File: config.mk
export PLATFORM = sky130hd
export DESIGN_NAME = systolic_nbyn
export DESIGN_NICKNAME = d
export VERILOG_FILES = /design/src/rtl/systolic_pkg.sv /design/src/rtl/systolic_pe.sv /design/src/rtl/systolic_nbyn.sv
export SDC_FILE = /design/constraint.sdc
export NUM_CORES = 2
export LEC_CHECK = 0
export CAP_MARGIN = 40
export CORE_MARGIN = 2
export CORE_UTILIZATION = 50
export DETAILED_ROUTE_END_ITERATION = 6
export GPL_TIMING_DRIVEN = 0
export PLACE_DENSITY = 0.74
export SYNTH_ARGS = -nofsm -noshare
export SYNTH_HDL_FRONTEND = slang
export SYNTH_SLANG_ARGS = --single-unit
File: constraint.sdc
create_clock -name clk -period 10 [get_ports clk]
set_input_delay 2 -clock clk [delete_from_list [all_inputs] [get_ports clk]]
set_output_delay 2 -clock clk [all_outputs]
set_load 0.02 [all_outputs]
File: src/rtl/systolic_pkg.sv
// systolic_pkg: FSM state type and sizing helpers shared by systolic_nbyn.
// Optional feature macro: SYSTOLIC_SAT_EN (saturating C elements).
package systolic_pkg;

    typedef enum logic [1:0] {
        S_IDLE  = 2'd0,
        S_LOAD  = 2'd1,
        S_DRAIN = 2'd2,
        S_DONE  = 2'd3
    } state_e;

    // Up to 2^KW-1 products of 2*DW bits each: clog2(2^KW) == KW guard bits.
    function automatic int acc_width(input int dw, input int kw);
        return 2 * dw + kw;
    endfunction

    // Cycles the last beat needs to reach the far corner PE.
    function automatic int drain_len(input int n);
        return 2 * n - 1;
    endfunction

endpackage

File: src/rtl/systolic_pe.sv
// systolic_pe: one processing element; registers a/b/valid onward
// and accumulates a*b into its local accumulator when tagged valid.
module systolic_pe
    import systolic_pkg::*;
#(
    parameter int DW = 8,
    parameter int AW = 24
) (
    input  logic          clk,
    input  logic          rst,
    input  logic          clr_i,
    input  logic [DW-1:0] a_i,
    input  logic [DW-1:0] b_i,
    input  logic          v_i,
    output logic [DW-1:0] a_o,
    output logic [DW-1:0] b_o,
    output logic          v_o,
    output logic [AW-1:0] acc_o
);

    logic [DW-1:0]   a_q;
    logic [DW-1:0]   b_q;
    logic            v_q;
    logic [AW-1:0]   acc_q;
    logic [AW-1:0]   acc_d;
    logic [2*DW-1:0] prod;

    assign prod = {{DW{1'b0}}, a_i} * {{DW{1'b0}}, b_i};

    // Clear wins over accumulate; bubbles leave the accumulator alone
    always_comb begin
        acc_d = acc_q;
        if (clr_i) begin
            acc_d = '0;
        end else if (v_i) begin
            acc_d = acc_q + AW'(prod);
        end
    end

    // Pass operands right/down and update the accumulator
    always_ff @(posedge clk or negedge rst) begin
        if (!rst) begin
            a_q   <= '0;
            b_q   <= '0;
            v_q   <= 1'b0;
            acc_q <= '0;
        end else begin
            a_q   <= a_i;
            b_q   <= b_i;
            v_q   <= v_i;
            acc_q <= acc_d;
        end
    end

    assign a_o   = a_q;
    assign b_o   = b_q;
    assign v_o   = v_q;
    assign acc_o = acc_q;

endmodule

File: src/rtl/systolic_nbyn.sv
// systolic_nbyn: N x N output-stationary systolic matrix multiplier.
// Define SYSTOLIC_SAT_EN to saturate each C element instead of wrapping.
module systolic_nbyn
    import systolic_pkg::*;
#(
    parameter int N  = 3,
    parameter int DW = 8,
    parameter int OW = 16,
    parameter int KW = 8
) (
    input  logic              clk,
    input  logic              rst,
    input  logic              start,
    input  logic [KW-1:0]     k_len,
    input  logic              in_valid,
    output logic              in_ready,
    input  logic [N*DW-1:0]   a_col,
    input  logic [N*DW-1:0]   b_row,
    output logic              busy,
    output logic              done,
    output logic [N*N*OW-1:0] c_out
);

    localparam int AW  = acc_width(DW, KW);
    localparam int DL  = drain_len(N);
    localparam int DCW = $clog2(DL + 1);

    state_e         state_q;
    state_e         state_d;
    logic [KW-1:0]  klen_q;
    logic [KW-1:0]  klen_d;
    logic [KW-1:0]  beat_q;
    logic [KW-1:0]  beat_d;
    logic [DCW-1:0] dcnt_q;
    logic [DCW-1:0] dcnt_d;
    logic           accept;
    logic           clr;

    assign accept = in_valid && in_ready;

    // State, latched K, beat counter and drain counter
    always_ff @(posedge clk or negedge rst) begin
        if (!rst) begin
            state_q <= S_IDLE;
            klen_q  <= '0;
            beat_q  <= '0;
            dcnt_q  <= '0;
        end else begin
            state_q <= state_d;
            klen_q  <= klen_d;
            beat_q  <= beat_d;
            dcnt_q  <= dcnt_d;
        end
    end

    // Next state: K=0 skips straight to DONE
    always_comb begin
        state_d = state_q;
        klen_d  = klen_q;
        beat_d  = beat_q;
        dcnt_d  = dcnt_q;
        unique case (state_q)
            S_IDLE: begin
                if (start) begin
                    klen_d  = k_len;
                    beat_d  = '0;
                    dcnt_d  = '0;
                    state_d = (k_len == '0) ? S_DONE : S_LOAD;
                end
            end
            S_LOAD: begin
                if (accept) begin
                    if (beat_q == klen_q - KW'(1)) begin
                        state_d = S_DRAIN;
                        dcnt_d  = '0;
                    end else begin
                        beat_d = beat_q + KW'(1);
                    end
                end
            end
            S_DRAIN: begin
                if (dcnt_q == DCW'(DL - 1)) begin
                    state_d = S_DONE;
                end else begin
                    dcnt_d = dcnt_q + DCW'(1);
                end
            end
            S_DONE: begin
                state_d = S_IDLE;
            end
            default: begin
                state_d = S_IDLE;
            end
        endcase
    end

    // Handshake/status outputs and accumulator clear on accepted start
    always_comb begin
        in_ready = 1'b0;
        busy     = 1'b1;
        done     = 1'b0;
        clr      = 1'b0;
        unique case (state_q)
            S_IDLE: begin
                busy = 1'b0;
                clr  = start;
            end
            S_LOAD: begin
                in_ready = 1'b1;
            end
            S_DRAIN: begin
                busy = 1'b1;
            end
            S_DONE: begin
                done = 1'b1;
            end
            default: begin
                busy = 1'b0;
            end
        endcase
    end

    // Operand grids: a and valid flow right, b flows down
    logic [DW-1:0] a_h [N][N+1];
    logic          v_h [N][N+1];
    logic [DW-1:0] b_v [N+1][N];
    logic [AW-1:0] acc [N][N];

    for (genvar i = 0; i < N; i++) begin : g_skew
        if (i == 0) begin : g_direct
            assign a_h[0][0] = a_col[0 +: DW];
            assign v_h[0][0] = accept;
            assign b_v[0][0] = b_row[0 +: DW];
        end else begin : g_delay
            logic [DW-1:0] a_sh_q [i];
            logic [DW-1:0] b_sh_q [i];
            logic [i-1:0]  v_sh_q;

            // i-stage skew: row i of A with its tag, column i of B
            always_ff @(posedge clk or negedge rst) begin
                if (!rst) begin
                    for (int s = 0; s < i; s++) begin
                        a_sh_q[s] <= '0;
                        b_sh_q[s] <= '0;
                    end
                    v_sh_q <= '0;
                end else begin
                    a_sh_q[0] <= a_col[i*DW +: DW];
                    b_sh_q[0] <= b_row[i*DW +: DW];
                    v_sh_q[0] <= accept;
                    for (int s = 1; s < i; s++) begin
                        a_sh_q[s] <= a_sh_q[s-1];
                        b_sh_q[s] <= b_sh_q[s-1];
                        v_sh_q[s] <= v_sh_q[s-1];
                    end
                end
            end

            assign a_h[i][0] = a_sh_q[i-1];
            assign v_h[i][0] = v_sh_q[i-1];
            assign b_v[0][i] = b_sh_q[i-1];
        end
    end

    for (genvar i = 0; i < N; i++) begin : g_row
        for (genvar j = 0; j < N; j++) begin : g_col
            systolic_pe #(
                .DW(DW),
                .AW(AW)
            ) u_pe (
                .clk  (clk),
                .rst  (rst),
                .clr_i(clr),
                .a_i  (a_h[i][j]),
                .b_i  (b_v[i][j]),
                .v_i  (v_h[i][j]),
                .a_o  (a_h[i][j+1]),
                .b_o  (b_v[i+1][j]),
                .v_o  (v_h[i][j+1]),
                .acc_o(acc[i][j])
            );

            if (AW > OW) begin : g_narrow
                logic [AW-OW-1:0] hi;
                assign hi = acc[i][j][AW-1:OW];
`ifdef SYSTOLIC_SAT_EN
                assign c_out[(i*N+j)*OW +: OW] =
                    (|hi) ? {OW{1'b1}} : acc[i][j][OW-1:0];
`else
                logic unused_hi;
                assign unused_hi = |hi;
                assign c_out[(i*N+j)*OW +: OW] = acc[i][j][OW-1:0];
`endif
            end else begin : g_wide
                assign c_out[(i*N+j)*OW +: OW] = OW'(acc[i][j]);
            end
        end
    end

    // Outputs of the last column/row leave the array unused
    logic [N*(2*DW+1)-1:0] unused_edge;
    for (genvar k = 0; k < N; k++) begin : g_edge
        assign unused_edge[k*(2*DW+1) +: 2*DW+1] =
            {a_h[k][N], v_h[k][N], b_v[N][k]};
    end

endmodule

==> flow_summary.yaml <==
synthesis:
  dominantRegCellSynth: "dfrtp_1"
  syn_nets: 4396
  syn_avg_cell_area_um2: 9.37
  yosysUniqueCellTypes: 57
  synth_edf_count: 0
  async_flop_share: 1.00
  netlist_top_cells_area: "fa_1 (27%), dfrtp_1 (23%), ha_1 (12%)"
  yosysTopAreaCell: "fa_1"
  synthCells: 3562
  synth_area_um2: 33400
  synth_seq_cells: 313
  ys_seq_area_frac: 0.235
  synth_top_area_frac: 0.270
  yosysWarnings: 0
detailed_routing:
  via_per_inst: 5.30
  top_layer_used: "met5"
  ant_nets: 0
  routedWlPerCell_um: 17.9
  route.detailed.drc: 0
  met3_length_um: 5780
  firstDrtPassIters: 5
  routed_wirelength_um: 84500
  met2_length_um: 41100
  drt_iter0_drc: 1337
  wirelength_met1_um: 34300
  dr_total_vias: 25000
final_layout:
  multi_input_area_um2: 22000
  layout-drive-gt1-share: 0.0244
  seqCellArea_um2: 7830
  stdcell_count: 4724
  n_fill_cell: 5663
  nets: 4663
  syn2layout_area_growth_pct: 14.6
  n_antenna_cell: 0
cts:
  clk_latency_ns: 0.59
  post_cts_buffers: 0
  cts_buffers: 39
  clockBufferDepth: 3
  cts_tree: "built"
  cts_root_buf: "clkbuf_16"
  cts_sinks: 313
  h-tree-depth: 2
  hold_buffers: 0
  post_cts_resized: 0
  path_clk_slew_ns: 0.06
job:
  drv_cap: 0
power_and_ir_drop:
  power_density_nw_per_um2: 333
  p_leak_uw: 0.0199
  finalPower_uw: 12700
  ir_drop_uv: 203
worst_setup_path:
  rr_worst_depth: 14
  cp.required_ns: 10.44
  critPathSlowestCell: "fa_1"
  cp_common_cell: "fa_1"
  worstSetupStartpointType: "input pin"
  reg2reg_slack_ns: 4.97
  r2r_start: "g_row[2].g_col[0].u_pe.a_o[5]"
  max_stage_delay_ns: 0.57
  arrival_ns: 7.00
  r2r-end: "g_row[2].g_col[1].u_pe.acc_o[12]"
  crit_fanout: 8
  cp_cell_sequence: "clkdlybuf4s50_1 -> clkbuf_1 -> nand2_1 -> fa_1 -> inv_1 -> fa_1 -> fa_1 -> inv_1 -> fa_1 -> inv_1 -> ha_1 -> nor3_1 -> o21ai_0 -> a21oi_1 -> nor2_1 -> a2111oi_0 -> o41ai_1"
  end_kind: "register"
  crit_type: "input pin to register"
sta:
  finClkSkew_ns: 0.0198
  worst_slew_margin_rel: 0.354
  setup_tns_ns: 0
  min_period_ns: 6.56
  min_period_over_period: 0.656
  tightest_slew_ns: 0.970
  setup_ws_ns: 3.44
  final-hold-violation-count: 0
  hold_ws_ns: 0.342
  max_freq_mhz: 152
  rsz0062_at_grt: "no"
  maxSlewViolCount: 0
  setup_viol: 0
die:
  start_util: 0.507
  die_w_um: 262
  die_area_um2: 68800
  die_h_um: 262
  ios: 207
  fp.coreArea_um2: 65900
  rows: 94
place:
  dp_slack_ns: 2.94
  port_buffers: 206
  place_inst: 4651
  hpwl_um: 67700
  gp_congestion: 0.924
global_routing:
  grt_max_degree: 97
  grt_pass1_vias: 26400
  grt_first_pass_wirelength_um: 139000
  grt-ovfl-total: 0
  grt_usage: 0.252
  antenna_found_initial: 5
worst_hold_path:
  hp-class: "register to register"
  min_from: "g_skew[2].g_delay.a_sh_q[8]"
  hold_path_depth: 0
  holdPathEnd: "a_h[24]"
outcome:
  outcome: "finished clean"
## cell families (layout without fill, tap and decap cells)
logic type,count (synthesis),count (layout),synth area share
simple gates,992,992,0.146
mux,83,83,0.0249
flops,313,313,0.235
buf+inv,954,1252,0.107
fa+ha+maj,774,774,0.391
compound gates,368,368,0.0747
xor+xnor,78,78,0.0205
## final cells by class
cell class	count	share of cell area
well taps	864	0.0283
clock inverters	20	0.00736
plain buffers	76	0.00746
inverters	878	0.0862
multi-input cells	2295	0.574
clock buffers	52	0.0297
flip-flops and latches	313	0.205
repair buffers	226	0.0620
## worst max-delay path: cells and delay by family
family	cells	cell delay (ns)
compound gates	4	1.06
buf+inv	5	1.12
fa+ha+maj	5	2.35
simple gates	3	0.49
## metal layers
| layer | up-vias | track usage |
|---|---|---|
| li1 | 11500 | - |
| met1 | 12600 | 0.318 |
| met2 | 733 | 0.427 |
| met3 | 184 | 0.0500 |
| met4 | 6 | 0.0977 |
| met5 | - | 0 |
## Yosys cell counts, types with 4 or more instances
master and count:
a31o_2 4, xnor2_1 55, buf_1 17, a21oi_1 73, ha_1 324, nor2_1 145, inv_1 877, and2_1 290
a311oi_1 5, clkbuf_1 59, o21ai_0 65, a21o_1 61, nor3b_1 5, o21a_1 21, a41oi_1 8, a2111oi_0 6
nor4_1 12, nor2b_1 8, o22a_1 6, nand4b_1 17, o22ai_1 4, a211o_1 9, nand2_1 391, nand2b_1 15
o21bai_1 17, xor2_1 23, and4_1 5, or3_1 10, a211oi_1 58, nand3_1 27, dfrtp_1 313, nand4_1 12
o31ai_1 7, mux2i_1 83, nor3_1 25, fa_1 450, nor4b_1 5, and3_1 20
## worst max-delay path by stage
stage,start,end,slack (ns)
6_report,a_col[5],g_row[0].g_col[0].u_pe.acc_o[13],3.44
5_1_grt,a_col[5],g_row[0].g_col[0].u_pe.acc_o[13],3.21
4_1_cts,a_col[5],g_row[0].g_col[0].u_pe.acc_o[13],3.56
3_5_place_dp,a_col[5],g_row[0].g_col[0].u_pe.acc_o[13],2.94
3_3_place_gp,rst,g_row[2].g_col[1].u_pe.acc_o[2],-7.41
2_1_floorplan,a_col[5],g_row[0].g_col[0].u_pe.acc_o[13],4.03
## through the flow
| stage | utilization | cell area [µm²] |
|---|---|---|
| floorplan | - | 33400 |
| global placement | 0.554 | 36500 |
| detailed placement | 0.559 | 36800 |
| CTS | 0.580 | 38200 |
| global route | 0.581 | 38200 |
| finish | 0.581 | 38200 |
## report_power, final
| part | internal (µW) | switching, µW | total, µW |
|---|---|---|---|
| Clock | 960 | 612 | 1570 |
| Combinational | 3910 | 5270 | 9180 |
| Sequential | 1580 | 395 | 1980 |
| Total | 6450 | 6280 | 12700 |
## sequential cells by signal, summed over array words and instances (netlist names)
name                    flops
beat_q                      8
g_skew.g_delay.b_sh_q      16
klen_q                      8
dcnt_q                      3
state_q                     2
a_h                         8
g_row.g_col.u_pe.b_o       48
b_v                         8
g_skew.g_delay.a_sh_q      16
g_row.g_col.u_pe.a_o       48
g_skew.g_delay.v_sh_q       2
g_row.g_col.u_pe.acc_o    144
g_row.g_col.u_pe.v_o        2
## placed cells by master, fill, tap and decap left out, drive strengths merged, types with 83 or more instances in the layout
cell type and n:
inv 878, fa 450, nand2 391, ha 324, dfrtp 313, and2 290
clkdlybuf4s50 205, nor2 145, clkbuf 111, mux2i 83
Power figures use the tool's default switching activity.
